File: config.mk
export PLATFORM = sky130hd
export DESIGN_NAME = freq_hopper_nco
export DESIGN_NICKNAME = d
export VERILOG_FILES = /design/src/rtl/freq_gen_pkg.sv /design/src/rtl/freq_tick_gen.sv /design/src/rtl/freq_hopper_nco.sv
export SDC_FILE = /design/constraint.sdc
export NUM_CORES = 1
export LEC_CHECK = 0
export ABC_AREA = 1
export CORE_ASPECT_RATIO = 2
export CORE_UTILIZATION = 47
export CTS_CLUSTER_DIAMETER = 50
export CTS_CLUSTER_SIZE = 20
export DETAILED_ROUTE_END_ITERATION = 10
export PLACE_DENSITY_LB_ADDON = 0.25
export SETUP_SLACK_MARGIN = 0.5
export SLEW_MARGIN = 20
export SYNTH_ARGS = -nofsm -noshare
export SYNTH_HDL_FRONTEND = slang
export SYNTH_SLANG_ARGS = --single-unit
export TNS_END_PERCENT = 50
File: constraint.sdc
create_clock -name clk -period 4.95 [get_ports clk]
set_input_delay 0.495 -clock clk [delete_from_list [all_inputs] [get_ports clk]]
set_output_delay 0.495 -clock clk [all_outputs]
set_load 0.05 [all_outputs]
File: src/rtl/freq_gen_pkg.sv
// Shared types for the frequency-hopping NCO.
// Holds the hop FSM states, the OSR and LO-tap types, and the tap clamp helper.
package freq_gen_pkg;

   typedef logic [1:0] osr_level_t;
   typedef logic [2:0] lo_div_sel_t;

   localparam int LO_DIV_MAX = 4;

   typedef enum logic [1:0] {
      IDLE,
      RUN,
      HOP_PEND
   } hop_state_t;

   function automatic lo_div_sel_t lo_tap(input lo_div_sel_t sel);
      return (sel > lo_div_sel_t'(LO_DIV_MAX)) ? lo_div_sel_t'(LO_DIV_MAX) : sel;
   endfunction

endpackage

File: src/rtl/freq_tick_gen.sv
// Oversampling step strobe: one step every 2^(3-osr_level) clocks.
// The counter starts at 0 on clear; rate changes apply immediately without a counter reset.
module freq_tick_gen
   import freq_gen_pkg::*;
(
   input  logic       clk,
   input  logic       reset,
   input  logic       clear_i,
   input  logic       en_i,
   input  osr_level_t osr_level_i,
   output logic       step_o
);

   logic [2:0] cnt_q;
   logic [2:0] cnt_d;
   logic [2:0] mask;

   always_comb begin
      mask  = 3'b111 >> osr_level_i;
      cnt_d = cnt_q;
      if (clear_i) begin
         cnt_d = '0;
      end else if (en_i) begin
         cnt_d = cnt_q + 3'd1;
      end
   end

   assign step_o = en_i && ((cnt_q & mask) == 3'd0);

   always_ff @(posedge clk) begin
      if (reset) begin
         cnt_q <= '0;
      end else begin
         cnt_q <= cnt_d;
      end
   end

endmodule

File: src/rtl/freq_hopper_nco.sv
// Phase-continuous multi-channel NCO with FSK deviation and hop-at-wrap channel changes.
// Hops are deferred to the first wrapping step so the phase never jumps.
module freq_hopper_nco
   import freq_gen_pkg::*;
#(
   parameter  int ACC_W  = 30,
   parameter  int NUM_CH = 8,
   parameter  int DEV_W  = 16,
   localparam int CH_W   = $clog2(NUM_CH)
) (
   input  logic              clk,
   input  logic              reset,
   input  logic              start,
   input  logic              stop,
   input  logic              cfg_we,
   input  logic [CH_W-1:0]   cfg_addr,
   input  logic [ACC_W-1:0]  cfg_data,
   input  logic [CH_W-1:0]   ch_sel,
   input  logic              ch_sel_valid,
   output logic              ch_sel_ready,
   input  logic              fsk_bit,
   input  logic [DEV_W-1:0]  fsk_dev,
   input  osr_level_t        osr_level,
   input  lo_div_sel_t       lo_div_sel,
   output logic              running,
   output logic              lo_out,
   output logic [ACC_W-1:0]  phase,
   output logic [CH_W-1:0]   active_ch,
   output logic              hop_done
);

   hop_state_t        state_q, state_d;
   logic [ACC_W-1:0]  acc_q, acc_d;
   logic [ACC_W-1:0]  f_cur_q, f_cur_d;
   logic [ACC_W-1:0]  ch_tab_q [NUM_CH];
   logic [CH_W-1:0]   active_ch_q, active_ch_d;
   logic [CH_W-1:0]   pend_ch_q, pend_ch_d;
   logic              hop_done_q, hop_done_d;
   logic              lo_q, lo_d;
   logic [ACC_W-1:0]  lo_shift;
   logic [ACC_W-1:0]  dev_ext;
   logic [ACC_W-1:0]  f_eff;
   logic [ACC_W:0]    sum;
   logic              step;
   logic              wrap;
   logic              go;
   logic              hs;

   assign go           = (state_q == IDLE) && start && !stop;
   assign ch_sel_ready = (state_q != HOP_PEND);
   assign hs           = ch_sel_valid && ch_sel_ready;

   freq_tick_gen u_tick (
      .clk         (clk),
      .reset       (reset),
      .clear_i     (go),
      .en_i        (state_q != IDLE),
      .osr_level_i (osr_level),
      .step_o      (step)
   );

   assign dev_ext = ACC_W'(fsk_dev);
   assign f_eff   = fsk_bit ? (f_cur_q + dev_ext) : (f_cur_q - dev_ext);
   assign sum     = {1'b0, acc_q} + {1'b0, f_eff};
   assign wrap    = sum[ACC_W];

   always_comb begin
      state_d     = state_q;
      acc_d       = acc_q;
      f_cur_d     = f_cur_q;
      active_ch_d = active_ch_q;
      pend_ch_d   = pend_ch_q;
      hop_done_d  = 1'b0;
      unique case (state_q)
         IDLE: begin
            if (hs) begin
               active_ch_d = ch_sel;
               hop_done_d  = 1'b1;
            end
            if (go) begin
               state_d = RUN;
               acc_d   = '0;
               f_cur_d = ch_tab_q[active_ch_d];
            end
         end
         RUN, HOP_PEND: begin
            if (stop) begin
               state_d = IDLE;
            end else begin
               if (step) begin
                  acc_d = sum[ACC_W-1:0];
               end
               // The wrapping step itself still advances with the old carrier.
               if (state_q == HOP_PEND) begin
                  if (step && wrap) begin
                     f_cur_d     = ch_tab_q[pend_ch_q];
                     active_ch_d = pend_ch_q;
                     hop_done_d  = 1'b1;
                     state_d     = RUN;
                  end
               end else if (hs) begin
                  pend_ch_d = ch_sel;
                  state_d   = HOP_PEND;
               end
            end
         end
         default: state_d = IDLE;
      endcase
      lo_shift = acc_d << lo_tap(lo_div_sel);
      lo_d     = lo_shift[ACC_W-1];
   end

   always_ff @(posedge clk) begin
      if (reset) begin
         state_q     <= IDLE;
         acc_q       <= '0;
         f_cur_q     <= '0;
         active_ch_q <= '0;
         pend_ch_q   <= '0;
         hop_done_q  <= 1'b0;
         lo_q        <= 1'b0;
         for (int i = 0; i < NUM_CH; i++) begin
            ch_tab_q[i] <= '0;
         end
      end else begin
         state_q     <= state_d;
         acc_q       <= acc_d;
         f_cur_q     <= f_cur_d;
         active_ch_q <= active_ch_d;
         pend_ch_q   <= pend_ch_d;
         hop_done_q  <= hop_done_d;
         lo_q        <= lo_d;
         if (cfg_we) begin
            ch_tab_q[cfg_addr] <= cfg_data;
         end
      end
   end

   assign running   = (state_q != IDLE);
   assign phase     = acc_q;
   assign active_ch = active_ch_q;
   assign hop_done  = hop_done_q;
   assign lo_out    = lo_q;

endmodule

Yosys cells after proc, flatten, opt, wreduce, memory -nomap -nowiden
Memory sizes are Yosys's and may differ from the RTL's. A register that Yosys moved wholly into a read port is not among the register bits.
Index checks and enable logic that the tools add are counted.
{"block": "totals", "register_bits": 73, "mem_bits_rw": 240, "in_bits": 64, "mem_count": 1}
{"block": "op_classes", "addsub": 4, "order_cmp": 1, "n_eq_ne": 9, "shift": 2, "muxes": 38, "bitwise": 3, "n_reduce_logical": 17}
{"name": "ch_tab_q", "depth": 8, "width": 30, "read_ports": 2, "rd_ports_with_merged_regs": 1, "write_ports": 8, "line": "freq_hopper_nco.sv:35", "source": "logic [ACC_W-1:0] ch_tab_q [NUM_CH];"}
{"operator": "30-bit 2-to-1 mux", "count": 9}
{"operator": "30-bit case mux with 2 select lines", "count": 2}
{"operator": "30-bit by 30-bit adder with 31-bit output", "count": 1}
{"operator": "30-bit by 16-bit adder with 30-bit output", "count": 1}
{"operator": "30-bit OR reduction", "count": 1}
{"operator": "30-bit by 3-bit << shifter with 30-bit output", "count": 1}
{"operator": "30-bit by 16-bit subtractor with 30-bit output", "count": 1}
{"operator": "3-bit 2-to-1 mux", "count": 9}
{"operator": "1-bit 2-to-1 mux", "count": 10}
{"operator": "2-bit 2-to-1 mux", "count": 5}
{"operator": "2-bit != test, second input constant", "count": 5}
{"operator": "4-bit != test, second input constant", "count": 2}
{"operator": "4-bit AND reduction", "count": 2}
{"operator": "3-bit case mux with 2 select lines", "count": 1}
{"operator": "1-bit logical AND", "count": 5}
{"operator": "5-bit AND reduction", "count": 1}
{"operator": "2-bit case mux with 2 select lines", "count": 1}
{"operator": "2-bit nonzero test", "count": 2}
{"operator": "2-bit OR reduction", "count": 2}
{"operator": "3-bit by 1-bit adder with 3-bit output, second input constant", "count": 1}
{"operator": "3-bit bitwise AND", "count": 1}
{"operator": "3-bit greater-than comparator, second input constant", "count": 1}
{"operator": "3-bit logical NOT", "count": 1}
{"operator": "3-bit AND reduction", "count": 1}
{"operator": "7 further kinds", "count": 8}

Depth between registers and ports, before layout
Gate-level depths: netlist (run 1).
{"block": "logic_depth", "depth_word": 9, "depth_mapped": 37, "depth_no_buf": 37}

Hierarchy
From an unflattened synthesis (run 1), not the netlist that was laid out.
{"block": "unflattened", "hier_cells": 2703, "area_unflattened_um2": 20185.6}
{"mod": "freq_hopper_nco", "instances": 1, "cells_per_inst": 2676, "area_per_inst_um2": 20016.7, "seq_area_each_um2": 8668.3}
{"mod": "freq_tick_gen", "instances": 1, "cells_per_inst": 27, "area_per_inst_um2": 168.9, "seq_area_each_um2": 60.1}

Worst setup path after synthesis (run 1)
Ideal clock, no wire load.
{"block": "synth_path", "kind": "input port to flip-flop", "from": "input port fsk_dev[0]", "to": "register f_cur_q[19]", "arrival_ps": 4570, "t_required_ps": 4822, "slack_ps": 253, "stages": 29, "path_cell_list": "inv_1 ha_1 nand3_1 nor3_1 nand2_1 o21ai_1 nand2_1 ha_1 nand2_1 nor4_1 nand2_1 o211ai_1 a21oi_1 xnor2_1 ha_1 nand2_2 nor2_2 inv_2 nor3_2 nand2_1 nand3_1 nand2_1 nand2_1 nand2_2 nand2_2 nand2_4 nor2_8 buf_4 a21oi_1"}
{"block": "synth_via", "elab_chain_len": 6, "elab_cells_between_ends": 7, "cone_classes": "3 x add/sub; 1 x eq/ne; 1 x mux; 2 x reduce/logical"}
{"item": "from (decl)", "line": "freq_hopper_nco.sv:22", "source": "input logic [DEV_W-1:0] fsk_dev,"}
{"item": "30-bit by 16-bit subtractor with 30-bit output or 30-bit by 16-bit adder with 30-bit output (tied branches)", "line": "freq_hopper_nco.sv:63", "source": "assign f_eff = fsk_bit ? (f_cur_q + dev_ext) : (f_cur_q - dev_ext);"}
{"item": "30-bit 2-to-1 mux (*)", "line": "freq_hopper_nco.sv:63"}
{"item": "30-bit by 30-bit adder with 31-bit output (*)", "line": "freq_hopper_nco.sv:64", "source": "assign sum = {1'b0, acc_q} + {1'b0, f_eff};"}
{"item": "1-bit logical AND (*)", "line": "freq_hopper_nco.sv:95", "source": "if (step && wrap) begin"}
{"item": "2-bit != test (no source line) (*)"}
{"item": "5-bit AND reduction (no source line) (*)"}
{"item": "to (signal assigned)", "line": "freq_hopper_nco.sv:128", "source": "f_cur_q <= f_cur_d;"}
{"item": "to (decl)", "line": "freq_hopper_nco.sv:34", "source": "logic [ACC_W-1:0] f_cur_q, f_cur_d;"}
Mark *: on every way between the ends. The rest lies on a longest branch, timed or not.
A chain may end at the register's enable or synchronous reset.

Worst setup path in the final report (run 1)
{"block": "layout_path", "from": "input port fsk_dev[10]", "to": "register f_cur_q[1]"}
The elaborated chain is that of the path after synthesis.

==> results of run 1 <==
## synth_stat cells, drive strengths merged
| cell | instances | share of area (%) |
|---|---|---|
| o221a | 2 | 0.12 |
| xor2 | 26 | 1.2 |
| a22oi | 1 | 0.039 |
| nor2 | 548 | 11 |
| mux2i | 37 | 1.9 |
| edfxtp | 240 | 37 |
| a31oi | 8 | 0.26 |
| clkbuf | 99 | 1.9 |
| a21oi | 178 | 4.9 |
| clkinv | 1 | 0.019 |
| o22ai | 47 | 1.5 |
| fa | 2 | 0.21 |
| nor3 | 27 | 0.72 |
| o21ai | 263 | 6.8 |
| buf | 35 | 1.0 |
| a21boi | 4 | 0.15 |
| o31ai | 2 | 0.077 |
| nand3 | 70 | 1.8 |
| o32ai | 8 | 0.36 |
| o21a | 9 | 0.35 |
| nor3b | 1 | 0.039 |
| and3 | 7 | 0.23 |
| a21o | 2 | 0.077 |
| o311ai | 15 | 0.68 |
| o21bai | 4 | 0.15 |
| nand3b | 1 | 0.039 |
| o211a | 8 | 0.41 |
| a221oi | 16 | 0.72 |
| ha | 73 | 4.7 |
| or2 | 14 | 0.45 |
| o211ai | 3 | 0.12 |
| a211oi | 4 | 0.15 |
| nand2 | 322 | 6.3 |
| o221ai | 40 | 1.8 |
| dfxtp | 76 | 7.8 |
| nor4 | 3 | 0.097 |
| xnor2 | 21 | 0.95 |
| nand4 | 7 | 0.23 |
| inv | 203 | 3.9 |
## power groups by stage
stage | combinational, W | sequential, W | clock (W)
global route | 0.00814 | 0.00342 | 0.00208
floorplan | 0.00358 | 0.00355 | 0
finish | 0.00764 | 0.00339 | 0.00198
global placement | 0.00629 | 0.00342 | 0
CTS | 0.00701 | 0.00338 | 0.00198
detailed placement | 0.00638 | 0.00344 | 0
## critical path: cells and delay by family
family	cells	cell delay, ns
fa+ha+maj	2	0.63
xor+xnor	1	0.06
buf+inv	9	1.31
simple gates	20	2.63
compound gates	2	0.17
## registers in the layout, summed over array words and instances (netlist names), named ones only
register,flops
hop_done,1
phase,8
u_tick.cnt_q,3
f_cur_q,30
state_q,2
active_ch,3
pend_ch_q,3
lo_out,1
ch_tab_q,240
## logic make-up after synthesis
group / synth area share [%]
XOR/XNOR: 2.12
multiplexers: 1.91
adder cells (fa/ha/maj): 4.91
flip-flops: 44.9
buffers and inverters: 6.86
AO/OA/AOI/OAI: 18.6
AND/OR/NAND/NOR: 20.7
## worst min-delay path by stage
stage | from | end | slack (ns) | cells after the start
6_report | u_tick.cnt_q[1] | u_tick.cnt_q[1] | 0.49 | 2
5_1_grt | u_tick.cnt_q[1] | u_tick.cnt_q[1] | 0.52 | 2
4_1_cts | u_tick.cnt_q[1] | u_tick.cnt_q[1] | 0.49 | 2
3_5_place_dp | u_tick.cnt_q[1] | u_tick.cnt_q[1] | 0.48 | 2
3_3_place_gp | u_tick.cnt_q[2] | u_tick.cnt_q[2] | 0.46 | 2
2_1_floorplan | pend_ch_q[2] | flop | 0.44 | 2
## metrics by stage
| stage | setup slack, ns | util (%) | cell area (µm²) | power [W] | hold slack [ns] |
|---|---|---|---|---|---|
| after floorplan | 0.504 | - | 19600 | 0.00713 | 0.444 |
| after global placement | -1.48 | 55.8 | 22800 | 0.00971 | 0.461 |
| after detailed placement | -1.52 | 55.8 | 22800 | 0.00982 | 0.477 |
| after CTS | -0.126 | 59.3 | 24200 | 0.0124 | 0.489 |
| after global routing | -0.0963 | 60.9 | 24900 | 0.0136 | 0.518 |
| final | 0.119 | 60.9 | 24900 | 0.0130 | 0.490 |
## final cells by class
cell class | count | area [µm²]
fillers | 3509 | 16000
flip-flops and latches | 316 | 8740
inverters | 204 | 786
multi-input cells | 1773 | 10200
clock buffers | 26 | 629
clock inverters | 14 | 134
repair buffers | 416 | 3770
well taps | 535 | 669
diodes | 1 | 2.50
## routing by layer
metal  GRT usage, %  vias up  wire length, µm
met5              0        -                0
met4           26.3        0             6090
met3           2.89      340             4840
met2           63.4     1084            37900
met1           31.9     9129            22400
li1               -     8948                -
## what timing repair did
action / CTS / global route
setup endpoints to repair: 53 / 55
setup buffers: 26 / 13
cloned: 8 / 1
gates resized for setup: 90 / 137
pin swaps: 38 / 72
==> results.py, run 1 <==
metrics = {
    "worst_setup_path": {
        "startpoint": "fsk_dev[10]",
        "r2r_cells": 34,
        "crit_fanout": 5,
        "endpoint": "f_cur_q[1]",
        "required_ns": 5.45,
        "critPathKind": "input pin to flop",
        "cpPeakStageDelay_ns": 0.48,
        "arrival_ns": 5.33,
        "r2r-start": "f_cur_q[0]",
        "end_kind": "flop",
        "rr_endpoint": "f_cur_q[6]",
        "slowest_stage": "clkdlybuf4s50_1",
        "cp-start-kind": "input pin",
        "regToRegSetupSlack_ns": 0.50,
    },
    "grt": {
        "grt_max_degree": 136,
        "overflow": 0,
        "track_usage_pct": 32.9,
        "grt_pass1_vias": 19400,
        "antenna_found_initial": 0,
        "grt_pass1_wl_um": 105000,
    },
    "timing": {
        "period_share_pct": 97.6,
        "grt_setup_unrepaired": "true",
        "hold_viol": 0,
        "maxSlewViolCount": 0,
        "worst_pin_slew_ns": 1.21,
        "final.setup.tns_ns": 0,
        "maxSlewHeadroom_pct": 18.7,
        "finalSetupViolations": 0,
        "period_needed_ns": 4.83,
        "fmax_mhz": 207,
        "fin_skew_ns": 0.0124,
    },
    "cts": {
        "clock_path_buffers": 3,
        "htree_num_levels": 1,
        "insertion_delay_ns": 0.57,
        "cts_buffers": 24,
        "cts_root_buffer": "clkbuf_16",
        "clkTransAtPathRegs_ns": 0.08,
        "cts_tree": "done",
        "hold_buffers": 0,
        "clock-sinks": 316,
    },
    "power": {
        "comb_power_share_pct": 58.7,
        "powerDensity_nw_per_um2": 522,
        "power.leakage_nw": 10.4,
        "swShare_pct": 44.7,
        "switchingPower_w": 0.00581,
        "p_seq_share_pct": 26.1,
        "p_clk_share_pct": 15.2,
        "power.internal_w": 0.00719,
        "irDropWorstVdd_mv": 0.306,
    },
    "floorplanning": {
        "die-height_um": 290,
        "die_area_um2": 42200,
        "die_w_um": 146,
        "core_area_um2": 40900,
        "rows": 105,
        "initial_core_util_pct": 47.6,
        "pin_count": 101,
    },
    "layout": {
        "drive_above_1_share_pct": 19.9,
        "nets": 2874,
        "final_cells": 3285,
        "area_growth_pct": 28.1,
        "layout_common_cells": "nor2_1 (523), nand2_1 (291), buf_4 (276)",
        "final_common_cell": "nor2_1",
    },
    "placement": {
        "gp_congestion": 1.05,
        "dp_cells": 3196,
        "hpwl_um": 47000,
        "port_buffers": 100,
    },
    "yosys": {
        "yosysSeqAreaShare_pct": 44.9,
        "synth_nets": 2566,
        "ys_types": 52,
        "ys_seq_elements": 316,
        "synth_area_um2": 19400,
        "syn_inst": 2427,
        "synth_warnings": 0,
        "syn_area_per_cell_um2": 8.01,
    },
    "status": {
        "violations": "design-rule violations",
        "outcome": "finished with violations",
    },
    "route": {
        "drt-initial-drc-count": 1675,
        "ant_nets": 0,
        "finalWirelength_um": 71200,
        "viasPerCell": 5.94,
        "drc": 4,
        "vias": 19500,
        "routed_wire_length_per_instance_um": 21.7,
        "drt_first_pass_iters": 10,
    },
    "worst_hold_path": {
        "hp-class": "flop to flop",
    },
    "run": {
        "drv_cap": 0,
    },
}
Power figures use the tool's default switching activity.
==> run 2: changes to the inputs <==
CAP_MARGIN = 0   (was default)
==> results of run 2 <==
Final layout, timing and power as in run 1 (identical DEF).
